==> config.mk <==
export PLATFORM = sky130hd
export DESIGN_NAME = alu_execute
export DESIGN_NICKNAME = d
export VERILOG_FILES = /design/src/rtl/mips_pkg.sv /design/src/rtl/muldiv_unit.sv /design/src/rtl/alu_execute.sv
export SDC_FILE = /design/constraint.sdc
export NUM_CORES = 1
export LEC_CHECK = 0
export CAP_MARGIN = 40
export CELL_PAD_IN_SITES_DETAIL_PLACEMENT = 0
export CELL_PAD_IN_SITES_GLOBAL_PLACEMENT = 1
export CORE_ASPECT_RATIO = 0.7
export CORE_MARGIN = 10
export CORE_UTILIZATION = 45
export CTS_CLUSTER_DIAMETER = 120
export DETAILED_ROUTE_END_ITERATION = 16
export GPL_TIMING_DRIVEN = 1
export PLACE_DENSITY_LB_ADDON = 0.1
export SLEW_MARGIN = 10
export SYNTH_ARGS = -nofsm -noshare
export SYNTH_HDL_FRONTEND = slang
export SYNTH_SLANG_ARGS = --single-unit
==> constraint.sdc <==
create_clock -name clk -period 13.2 [get_ports clk]
set_input_delay 1.98 -clock clk [delete_from_list [all_inputs] [get_ports clk]]
set_output_delay 1.98 -clock clk [all_outputs]
set_load 0.01 [all_outputs]
==> src/rtl/mips_pkg.sv <==
// mips_pkg: opcode/funct encodings and mul/div engine states shared by the execute stage
package mips_pkg;
  localparam logic [5:0] OP_RTYPE = 6'h00;
  localparam logic [5:0] OP_BEQ   = 6'h04;
  localparam logic [5:0] OP_BNE   = 6'h05;
  localparam logic [5:0] OP_ADDI  = 6'h08;
  localparam logic [5:0] OP_ADDIU = 6'h09;
  localparam logic [5:0] OP_SLTI  = 6'h0A;
  localparam logic [5:0] OP_ANDI  = 6'h0C;
  localparam logic [5:0] OP_ORI   = 6'h0D;
  localparam logic [5:0] OP_LUI   = 6'h0F;
  localparam logic [5:0] OP_LW    = 6'h23;
  localparam logic [5:0] OP_SW    = 6'h2B;
  localparam logic [5:0] F_SLL    = 6'h00;
  localparam logic [5:0] F_SRL    = 6'h02;
  localparam logic [5:0] F_SRA    = 6'h03;
  localparam logic [5:0] F_MFHI   = 6'h10;
  localparam logic [5:0] F_MFLO   = 6'h12;
  localparam logic [5:0] F_MULT   = 6'h18;
  localparam logic [5:0] F_MULTU  = 6'h19;
  localparam logic [5:0] F_DIV    = 6'h1A;
  localparam logic [5:0] F_DIVU   = 6'h1B;
  localparam logic [5:0] F_ADD    = 6'h20;
  localparam logic [5:0] F_ADDU   = 6'h21;
  localparam logic [5:0] F_SUB    = 6'h22;
  localparam logic [5:0] F_SUBU   = 6'h23;
  localparam logic [5:0] F_AND    = 6'h24;
  localparam logic [5:0] F_OR     = 6'h25;
  localparam logic [5:0] F_XOR    = 6'h26;
  localparam logic [5:0] F_NOR    = 6'h27;
  localparam logic [5:0] F_SLT    = 6'h2A;
  localparam logic [5:0] F_SLTU   = 6'h2B;
  typedef enum logic [1:0] {IDLE, MUL, DIV} md_state_t;
endpackage

==> src/rtl/muldiv_unit.sv <==
// muldiv_unit: iterative shift-add multiply / restoring divide on magnitudes, owns HI/LO
module muldiv_unit import mips_pkg::*; #(
  parameter int WIDTH = 32,
  parameter int MD_CYCLES = 32
) (
  input  logic             clk,
  input  logic             rst,
  input  logic             start,
  input  logic             is_div,
  input  logic             is_signed,
  input  logic [WIDTH-1:0] a,
  input  logic [WIDTH-1:0] b,
  output logic             busy,
  output logic             done,
  output logic [WIDTH-1:0] lo_next,
  output logic [WIDTH-1:0] hi,
  output logic [WIDTH-1:0] lo
);
  localparam int CW = $clog2(MD_CYCLES);
  localparam logic [CW-1:0] LAST = CW'(MD_CYCLES - 1);
  md_state_t state;
  logic [CW-1:0] cnt;
  logic [2*WIDTH-1:0] p, p_step, prod;
  logic [WIDTH-1:0] mag_b, rs_q, a_mag, b_mag, q, r, hi_next, div_diff;
  logic [WIDTH:0] mul_sum, div_sh;
  logic neg_q, neg_r, div_ge;
  assign a_mag = (is_signed & a[WIDTH-1]) ? -a : a;
  assign b_mag = (is_signed & b[WIDTH-1]) ? -b : b;
  assign busy = state != IDLE;
  assign done = busy && cnt == LAST;
  // p holds {partial product, multiplier} or {remainder, dividend/quotient}
  always_comb begin
    mul_sum = {1'b0, p[2*WIDTH-1:WIDTH]} + (p[0] ? {1'b0, mag_b} : '0);
    div_sh = p[2*WIDTH-1:WIDTH-1];
    div_ge = div_sh >= {1'b0, mag_b};
    div_diff = div_sh[WIDTH-1:0] - mag_b;
    p_step = state == DIV ? {div_ge ? div_diff : div_sh[WIDTH-1:0], p[WIDTH-2:0], div_ge}
                          : {mul_sum, p[WIDTH-1:1]};
    prod = neg_q ? -p_step : p_step;
    q = p_step[WIDTH-1:0];
    r = p_step[2*WIDTH-1:WIDTH];
    hi_next = state == DIV ? (mag_b == '0 ? rs_q : neg_r ? -r : r) : prod[2*WIDTH-1:WIDTH];
    lo_next = state == DIV ? (mag_b == '0 ? '1 : neg_q ? -q : q) : prod[WIDTH-1:0];
  end
  always_ff @(posedge clk) begin
    if (rst) begin
      state <= IDLE;
      cnt <= '0;
      p <= '0;
      mag_b <= '0;
      rs_q <= '0;
      neg_q <= 1'b0;
      neg_r <= 1'b0;
      hi <= '0;
      lo <= '0;
    end else if (start && !busy) begin
      state <= is_div ? DIV : MUL;
      cnt <= '0;
      p <= {{WIDTH{1'b0}}, a_mag};
      mag_b <= b_mag;
      rs_q <= a;
      neg_q <= is_signed & (a[WIDTH-1] ^ b[WIDTH-1]);
      neg_r <= is_signed & a[WIDTH-1];
    end else if (busy) begin
      p <= p_step;
      cnt <= cnt + 1'b1;
      if (done) begin
        state <= IDLE;
        hi <= hi_next;
        lo <= lo_next;
      end
    end
  end
endmodule

==> src/rtl/alu_execute.sv <==
// alu_execute: MIPS execute stage ALU with handshake; ALU_MULDIV_EN adds HI/LO and the mul/div engine
module alu_execute import mips_pkg::*; #(
  parameter int WIDTH = 32,
  parameter int MD_CYCLES = 32
) (
  input  logic             clk,
  input  logic             rst,
  input  logic             in_valid,
  output logic             in_ready,
  input  logic [5:0]       opcode,
  input  logic [5:0]       funct,
  input  logic [4:0]       shamt,
  input  logic [WIDTH-1:0] read_data_1,
  input  logic [WIDTH-1:0] read_data_2,
  input  logic [WIDTH-1:0] imm_ext,
  output logic             out_valid,
  output logic [WIDTH-1:0] alu_result,
  output logic             zero,
  output logic             overflow
);
  logic [WIDTH-1:0] b_op, add_r, sub_r, imm_zx, res, md_lo;
  logic add_ovf, sub_ovf, lt, ltu, ovf, md_op, md_done, acc;
  assign b_op = opcode == OP_RTYPE ? read_data_2 : imm_ext;
  assign imm_zx = {{(WIDTH-16){1'b0}}, imm_ext[15:0]};
  assign add_r = read_data_1 + b_op;
  assign sub_r = read_data_1 - read_data_2;
  assign add_ovf = (read_data_1[WIDTH-1] == b_op[WIDTH-1]) && (add_r[WIDTH-1] != read_data_1[WIDTH-1]);
  assign sub_ovf = (read_data_1[WIDTH-1] != read_data_2[WIDTH-1]) && (sub_r[WIDTH-1] != read_data_1[WIDTH-1]);
  assign lt = $signed(read_data_1) < $signed(b_op);
  assign ltu = read_data_1 < b_op;
  assign acc = in_valid & in_ready;
`ifdef ALU_MULDIV_EN
  logic [WIDTH-1:0] hi, lo;
  logic md_busy;
  muldiv_unit #(.WIDTH(WIDTH), .MD_CYCLES(MD_CYCLES)) u_md (
    .clk(clk), .rst(rst), .start(acc & md_op), .is_div(funct[1]), .is_signed(!funct[0]),
    .a(read_data_1), .b(read_data_2), .busy(md_busy), .done(md_done),
    .lo_next(md_lo), .hi(hi), .lo(lo)
  );
  assign in_ready = !md_busy;
`else
  assign in_ready = 1'b1;
  assign md_done = 1'b0;
  assign md_lo = '0;
`endif
  always_comb begin
    res = '0;
    ovf = 1'b0;
    md_op = 1'b0;
    case (opcode)
      OP_RTYPE: case (funct)
        F_ADD: begin res = add_r; ovf = add_ovf; end
        F_ADDU: res = add_r;
        F_SUB: begin res = sub_r; ovf = sub_ovf; end
        F_SUBU: res = sub_r;
        F_AND: res = read_data_1 & read_data_2;
        F_OR: res = read_data_1 | read_data_2;
        F_XOR: res = read_data_1 ^ read_data_2;
        F_NOR: res = ~(read_data_1 | read_data_2);
        F_SLT: res = {{(WIDTH-1){1'b0}}, lt};
        F_SLTU: res = {{(WIDTH-1){1'b0}}, ltu};
        F_SLL: res = read_data_2 << shamt;
        F_SRL: res = read_data_2 >> shamt;
        F_SRA: res = $signed(read_data_2) >>> shamt;
`ifdef ALU_MULDIV_EN
        F_MFHI: res = hi;
        F_MFLO: res = lo;
        F_MULT, F_MULTU, F_DIV, F_DIVU: md_op = 1'b1;
`endif
        default: ;
      endcase
      OP_ADDI: begin res = add_r; ovf = add_ovf; end
      OP_ADDIU, OP_LW, OP_SW: res = add_r;
      OP_SLTI: res = {{(WIDTH-1){1'b0}}, lt};
      OP_ANDI: res = read_data_1 & imm_zx;
      OP_ORI: res = read_data_1 | imm_zx;
      OP_LUI: res = {imm_ext[15:0], 16'b0};
      OP_BEQ, OP_BNE: res = sub_r;
      default: ;
    endcase
  end
  always_ff @(posedge clk) begin
    if (rst) begin
      out_valid <= 1'b0;
      alu_result <= '0;
      zero <= 1'b1;
      overflow <= 1'b0;
    end else begin
      out_valid <= (acc & !md_op) | md_done;
      if (acc && !md_op) begin
        alu_result <= res;
        zero <= res == '0;
        overflow <= ovf;
      end else if (md_done) begin
        alu_result <= md_lo;
        zero <= md_lo == '0;
        overflow <= 1'b0;
      end
    end
  end
endmodule

Word-level counts from Yosys, hierarchy flattened
Cells that the tools add are included.
{ "word_totals": {"ff_bits": 35, "word_cells": 57} }
{ "op_classes": {"add_sub_neg": 2, "n_lt_le_gt_ge": 2, "eq_ne": 26, "shifts": 3, "n_mux": 5, "bitwise": 6, "reduce_logical": 9} }
{ "ops": {"columns": ["cell", "n"], "rows": [
  ["32-bit one-hot mux with 11 select lines", 1],
  ["32-bit one-hot mux with 7 select lines", 1],
  ["6-bit == test, second input constant", 12],
  ["32-bit < comparator", 2],
  ["6-bit by 4-bit == test with 1-bit output, second input constant", 6],
  ["32-bit adder", 1],
  ["32-bit by 16-bit bitwise AND with 32-bit output", 1],
  ["32-bit bitwise AND", 1],
  ["32-bit logical NOT", 1],
  ["32-bit two-way mux", 1],
  ["32-bit NOT", 1],
  ["32-bit by 16-bit OR with 32-bit output", 1],
  ["32-bit OR", 1],
  ["32-bit by 5-bit left shift with 32-bit output", 1],
  ["32-bit by 5-bit >> shifter with 32-bit output", 1],
  ["32-bit by 5-bit >>> shifter with 32-bit output", 1],
  ["32-bit subtractor", 1],
  ["32-bit XOR", 1],
  ["6-bit by 2-bit == test with 1-bit output, second input constant", 2],
  ["6-bit by 3-bit == test with 1-bit output, second input constant", 2],
  ["6-bit logical NOT", 2],
  ["2-bit OR reduction", 3],
  ["1-bit one-hot mux with 2 select lines", 2],
  ["4-bit OR reduction", 1],
  ["other kinds (3)", 6]
]} }

Logic depth before layout (Yosys ltp)
Gate-level depths: netlist of the first run.
{ "depth": {"ltp_word": 7, "depth_mapped": 21, "mapped_depth_nobuf": 18} }

Worst setup path before layout of the first run
OpenSTA, ideal clock, no wires.
{ "synth_timing": {"path_type": "input -> register", "from": "in opcode[0]", "to": "reg zero", "setup_time_ps": 59, "arrival_time_ps": 6383, "setup_slack_ps": 6758, "cell_stages": 20, "n_path_buf": 3, "path_cell_list": "clkbuf_1 nor4_1 nand2_1 clkbuf_1 clkbuf_1 o21ai_0 ha_1 inv_1 fa_1 nand2b_1 a211oi_1 o211ai_1 a211oi_1 a211oi_1 xnor2_1 a2111oi_0 and3_1 nand4_1 and4b_1 a31o_1"} }
{ "synth_between": {"elab_chain_len": 6, "word_cells_on_any_way": 20} }
{ "synth_lines": {"columns": ["item", "line_no", "rtl"], "rows": [
  ["start: declaration", "alu_execute.sv:10", "input logic [5:0] opcode,"],
  ["6-bit logical NOT", "alu_execute.sv:23, alu_execute.sv:50", null],
  ["32-bit two-way mux", "alu_execute.sv:23", "assign b_op = opcode == OP_RTYPE ? read_data_2 : imm_ext;"],
  ["32-bit adder (tied with other cells)", "alu_execute.sv:25", "assign add_r = read_data_1 + b_op;"],
  ["32-bit one-hot mux with 11 select lines", "alu_execute.sv:51", "OP_RTYPE: case (funct)"],
  ["32-bit one-hot mux with 7 select lines *", "alu_execute.sv:50", "case (opcode)"],
  ["32-bit logical NOT *", "alu_execute.sv:92", "zero <= res == '0;"],
  ["end signal: assignment", "alu_execute.sv:86", "zero <= 1'b1;"],
  ["end signal: assignment", "alu_execute.sv:92", null],
  ["end signal: assignment", "alu_execute.sv:96", "zero <= md_lo == '0;"],
  ["end: declaration", "alu_execute.sv:18", "output logic zero,"]
]} }
Mark *: on every way between the ends. The rest lies on a longest branch, timed or not.
A chain may end at the register's enable or synchronous reset.

Worst setup path after layout of the first run
Same ends and word-level chain as after synthesis.

==> metrics.cfg, run 1 <==
[outcome]
status = finished, final reports clean

[global_routing]
grt_pass1_vias = 14700
gr-usage-all-layers = 0.343
grt_pass1_wl_mm = 98.6
grt_remaining_overflow = 0
antenna_found_initial = 4
grt_start_max_net_pins = 76

[yosys]
synthAdderAreaFrac = 0.161
syn_avg_cell_area_um2 = 7.17
synth_top_area_cell = ha_1
synth_edf_count = 0
syn-num-nets = 2174
syn_area_um2 = 13600
synthArstFlopShare = 0
synth-seq-area-share = 0.0515
synthCells = 1897
yosys.area_share.simple = 0.205
synth_cell_types = 87
synth_compound_area_frac = 0.308
synth_ff_type = dfxtp_1
ys_ff_latch = 35
ys_top_cells_by_count = 209 x nor2_1, 159 x ha_1, 150 x nand2_1
yosysTopAreaCellShare = 0.146
synth-xor-area-share = 0.0303
synth_top_family_by_area = compound AO/OA/AOI/OAI gates
synth_area_leaders = ha_1 15%, mux4_2 7.9%, nor2_1 5.8%
synth.most_common_cell = nor2_1
synth_warnings = 0
synthMuxAreaShare = 0.161

[cells_and_area]
fin_util = 0.516
multi_input_area_um2 = 11800
design_area_um2 = 15400
n_fill_cell = 3004
register_area_um2 = 701
area_growth_pct = 13.3
layout-drive-gt1-share = 0.0753
final_nets = 2216

[floorplan]
ios = 152
die_area_um2 = 37700
die_w_um = 228
rows = 53
coreArea_um2 = 29900
die_h_um = 165
start_util = 0.455

[timing]
finClkSkew_ns = 0
hold_ws_ns = 0.480
relSlewSlack = 0.131
fmax_ghz = 0.120
rsz0062_at_grt = no
worst_pin_slew_ns = 1.30
hold_viol_final = 0
tns_ns = 0
setup_violations = 0
slew_viol_final = 0
period_needed_ns = 8.30
fin_ws_ns = 4.90
fin_crit_sh = 0.629

[critical_path]
worstPathArrival_ns = 8.54
r2r_start = alu_result[12]
startpoint_type = input pin
worstRegToRegCells = 3
path_class = input pin to register
critPathMaxFanout = 65
cp-end-kind = register
rrSetupSlack_ns = 12.32
critPathRequiredTime_ns = 13.44
regToRegEndpoint = alu_result[12]

[job]
cap_violations = 0

[routing]
num_vias = 16000
drt-wirelength-per-cell_um = 29.0
drc = 0
viasPerCell = 6.80
wirelength_mm = 68.2
ant_nets = 0
dr.pass1.iters = 6
drtIter0Drc = 2321

[clock_network]
cts.sinks = 35
hold_buffers = 0
cts_setup_buffers = 0
cts-resized-gates = 0
cts_tree = yes
path_clk_slew_ns = 0.06
clk_latency_ns = 0.29
cts_root_buf = clkbuf_16
cts_buffers = 5
htreeDepth = 2
clk_path_buf_depth = 2

[placed_design]
placed_area_um2 = 15300
place.gp.congestion = 1.07
place_ws_ns = 4.79
dp_hpwl_mm = 55.1
numPortBuffers = 150

[power]
peakVddDrop_uv = 52.7
powerDensity_nw_per_um2 = 53.4
p_leak_nw = 6.43

[min_path]
hold_class = register to register
hold_path_depth = 2
min_from = alu_result[5]
whs_endpoint = alu_result[5]

## metal layers
metal | share of wire | routed length, µm | vias to the layer above | GRT usage
met5 | 0.00035 | 24 | - | 0
met4 | 0.026 | 1800 | 4 | 0.0745
met3 | 0.13 | 8800 | 114 | 0.107
met2 | 0.42 | 28300 | 1043 | 0.512
met1 | 0.43 | 29300 | 7707 | 0.473
li1 | - | - | 7144 | -
## worst max path at each step
stage                         start    to
after floorplan           opcode[0]  zero
after global placement    opcode[0]  zero
after global routing      opcode[0]  zero
final                     opcode[0]  zero
after CTS                 opcode[0]  zero
after detailed placement  opcode[0]  zero
## critical path, stage by stage
cell	delay (ns)
clkdlybuf4s50_1	0.91
nor4_1	0.88
nand2_2	0.08
buf_4	0.34
a21o_1	0.27
ha_1	0.40
a21oi_1	0.25
o21ai_0	0.28
a2111oi_1	0.79
a21oi_1	0.18
xnor2_1	0.17
nor2_1	0.06
a2111oi_0	0.69
nor4b_1	0.60
nand4_1	0.20
and4b_1	0.29
a31o_1	0.13
## cells by family after synthesis
kind of cell               count (synthesis)
buffers and inverters                    294
DFF                                       35
adders and majority gates                177
and+or+nand+nor                          595
AOI/OAI and AO/OA                        603
muxes                                    145
xor gates and xnor gates                  47
other                                      1
## through the flow
| stage | cells | power, W |
|---|---|---|
| final | 2354 | 0.000824 |
| after CTS | 2351 | 0.000803 |
| after global routing | 2351 | 0.000864 |
| after global placement | 2340 | 0.000674 |
| after detailed placement | 2344 | 0.000677 |
| after floorplan | 1897 | 0.000473 |
## placed cells by master, fill, tap and decap left out, types with 48 or more instances in the layout
master,instances
o21ai_0,104
mux4_2,48
nand2_1,149
nor2_1,209
ha_1,159
inv_1,145
a211oi_1,66
clkdlybuf4s50_1,143
a21oi_1,110
mux2i_1,61
## report_power, final
part	total [W]	internal [W]	switching, W
clock	0.000126	0.0000739	0.0000518
combinational	0.000583	0.000224	0.000360
sequential	0.000115	0.000112	0.00000317
total	0.000824	0.000409	0.000415
## layout make-up
cell class,instances,area share
Multi-Input combinational cell,1568,0.764
Timing Repair Buffer,182,0.112
Sequential cell,35,0.0454
Inverter,147,0.0358
Tap cell,412,0.0334
Clock buffer,6,0.00900
Antenna cell,3,0.000487
Clock inverter,1,0.000324
## flip-flops by register name, indices dropped and copies added (netlist names)
register    flops
alu_result     32
out_valid       1
overflow        1
zero            1
(Power assumes the default switching activity.)
==> inputs of run 2 (changes only) <==
--- a/config.mk
+++ b/config.mk
@@ -10,7 +10,7 @@
 export CELL_PAD_IN_SITES_GLOBAL_PLACEMENT = 1
 export CORE_ASPECT_RATIO = 0.7
 export CORE_MARGIN = 10
-export CORE_UTILIZATION = 45
+export CORE_UTILIZATION = 39
 export CTS_CLUSTER_DIAMETER = 120
 export DETAILED_ROUTE_END_ITERATION = 16
 export GPL_TIMING_DRIVEN = 1
==> constraint.sdc (replaced) <==
create_clock -name clk -period 7.2 [get_ports clk]
set_input_delay 1.08 -clock clk [delete_from_list [all_inputs] [get_ports clk]]
set_output_delay 1.08 -clock clk [all_outputs]
set_load 0.01 [all_outputs]
==> run 2 against run 1 <==
  * Sequential share of layout area fell by 0.078 points
  * Sequential cell count unchanged
  * Clock skew did not move
  * Non-clock buffer count rose by 27
  * Register-to-register slack got worse by 6.0 ns
  * Cell area increased by 1.7%
  * Final cell count is 3.7% higher
  * Die area is 14% higher
  * Utilization is 6.2 points lower
  * Worst hold slack gained 0.0022 ns
  * Largest cell class unchanged
==> metrics.cfg, run 2 (same netlist as run 1, synthesis figures left out) <==
[timing]
worst_pin_slew_ns = 1.00  ; -0.304 ns
period_needed_ns = 6.57
fmax_ghz = 0.152
finClkSkew_ns = 0  ; unchanged
fin_crit_sh = 0.912
hold_viol_final = 0  ; unchanged
slew_viol_final = 0  ; unchanged
tns_ns = 0  ; unchanged
relSlewSlack = 0.316  ; +0.185
setup_violations = 0  ; unchanged
rsz0062_at_grt = no

[cells_and_area]
largest_reg_flops = 32  ; unchanged
final_nets = 2243  ; +1.2%
layout_common_cells = 207 x nor2_1, 159 x ha_1, 149 x nand2_1
final_common_cell = nor2_1
design_area_um2 = 15700  ; +1.7%
final_cells = 2440  ; +3.7%
area_growth_pct = 15.3
regMostFlops = alu_result
layout-drive-gt1-share = 0.0885  ; +0.0132
n_fill_cell = 3643  ; +21%

[placed_design]
placed_area_um2 = 15500  ; +1.7%
numPortBuffers = 150  ; unchanged
place.gp.congestion = 1.04  ; -2.4%
dp_hpwl_mm = 57.9  ; +5.1%
placed_cells = 2430  ; +3.7%

[floorplan]
rows = 57  ; +7.5%
ios = 152  ; unchanged
die_w_um = 243  ; +6.8%
die_h_um = 176  ; +6.5%
die_area_um2 = 42900  ; +14%
start_util = 0.393  ; -0.0616
coreArea_um2 = 34600  ; +16%

[critical_path]
path_class = input pin to register
crit_path_max_incr_delay_ns = 0.65  ; -0.26 ns
regToRegEndpoint = alu_result[12]
worstPathArrival_ns = 6.81  ; -1.73 ns
cp_common_cell = buf_4
worstRegToRegCells = 3  ; unchanged
critical_path.slowest_cell = or4_1
critPathRequiredTime_ns = 7.44  ; -6.00 ns
startpoint_type = input pin
cp_top_family = simple AND/OR/NAND/NOR gates
cp-end-kind = register
crit_chain = clkdlybuf4s50_1, nor4_1, buf_4, nand2_2, buf_4, a21o_1, ha_1, or4_1, nor4b_1, a2111oi_2, o211ai_1, a22oi_1, a21oi_1, nand4_1, nor4bb_1, and4b_1, a31o_1
critPathMaxFanout = 24  ; -63%
rrSetupSlack_ns = 6.31  ; -6.01 ns
crit_buf_inv = 3  ; +1
r2r_start = alu_result[12]

[power]
p_leak_nw = 6.54  ; +1.8%
peakVddDrop_uv = 91.5  ; +74%
powerDensity_nw_per_um2 = 98.0  ; +83%

[min_path]
min_from = alu_result[21]
hold_class = register to register
whs_endpoint = alu_result[21]
hold_path_depth = 2  ; unchanged

[routing]
ant_nets = 0  ; unchanged
dr.pass1.iters = 7  ; +1
wirelength_mm = 71.1  ; +4.3%
viasPerCell = 6.59  ; -3.1%
drt-wirelength-per-cell_um = 29.2  ; +0.60%
drc = 0  ; unchanged
drtIter0Drc = 2184  ; -5.9%
num_vias = 16100  ; +0.44%

[global_routing]
grt_start_max_net_pins = 71  ; -6.6%
grt_pass1_wl_mm = 103  ; +4.3%
antenna_found_initial = 3  ; -1
grt_pass1_vias = 14900  ; +0.88%
grt_remaining_overflow = 0  ; unchanged
gr-usage-all-layers = 0.314  ; -0.0290

[clock_network]
cts.sinks = 35  ; unchanged
cts-resized-gates = 0  ; unchanged
htreeDepth = 2  ; unchanged
clk_path_buf_depth = 2  ; unchanged
path_clk_slew_ns = 0.06  ; about the same
cts_setup_buffers = 0  ; unchanged
cts_tree = yes
hold_buffers = 0  ; unchanged
clk_latency_ns = 0.29  ; about the same
cts_root_buf = clkbuf_16
cts_buffers = 5  ; unchanged

[job]
cap_violations = 0  ; unchanged

[outcome]
status = finished, final reports clean

## run 2: final cells by class
| cell class | instances | area [µm²] | share of cell area |
|---|---|---|---|
| Multi-Input combinational cell | 1568 | 11800 | 0.751 |
| Clock buffer | 8 | 156 | 0.00997 |
| Tap cell | 472 | 591 | 0.0376 |
| Inverter | 147 | 552 | 0.0352 |
| Antenna cell | 1 | 2.50 | 0.000159 |
| Timing Repair Buffer | 209 | 1900 | 0.121 |
| Sequential cell | 35 | 701 | 0.0446 |
## run 2: how the worst max path moves through the flow
stage                         start  endpoint  slack, ns  cells past startpoint
after global placement    opcode[2]      zero      -0.26                     17
after floorplan           opcode[0]      zero       1.66                     20
after global routing      opcode[5]      zero       0.40                     17
after CTS                 opcode[2]      zero       0.75                     17
after detailed placement  opcode[2]      zero       0.49                     17
final                     opcode[2]      zero       0.63                     17
## run 2: worst min-delay path, cell delays in order (launching register included)
cell	delay (ns)
dfxtp_1	0.31
nor2_1	0.08
nor3_1	0.05
## run 2: through the flow
stage               setup WS [ns]  total power (W)  utilization  hold slack (ns)
finish                      0.633          0.00154        0.454            0.482
floorplan                    1.66         0.000866            -            0.495
CTS                         0.745          0.00151        0.453            0.485
global placement           -0.262          0.00126        0.448            0.470
detailed placement          0.494          0.00126        0.449            0.477
global route                0.398          0.00162        0.454            0.500
## run 2: routing by layer
metal  global-route usage  part of all wire  up-vias
li1                     -                 -     7201
met1                0.437              0.44     7834
met2                0.473              0.42      941
met3               0.0928              0.12      102
met4               0.0540             0.020        4
met5                    0           0.00038        -
## run 2: report_power, final
part | switching, W | total [W] | internal [W]
Combinational | 0.000668 | 0.00109 | 0.000419
Sequential | 0.00000600 | 0.000211 | 0.000205
Clock | 0.0000922 | 0.000240 | 0.000148
Total | 0.000766 | 0.00154 | 0.000771
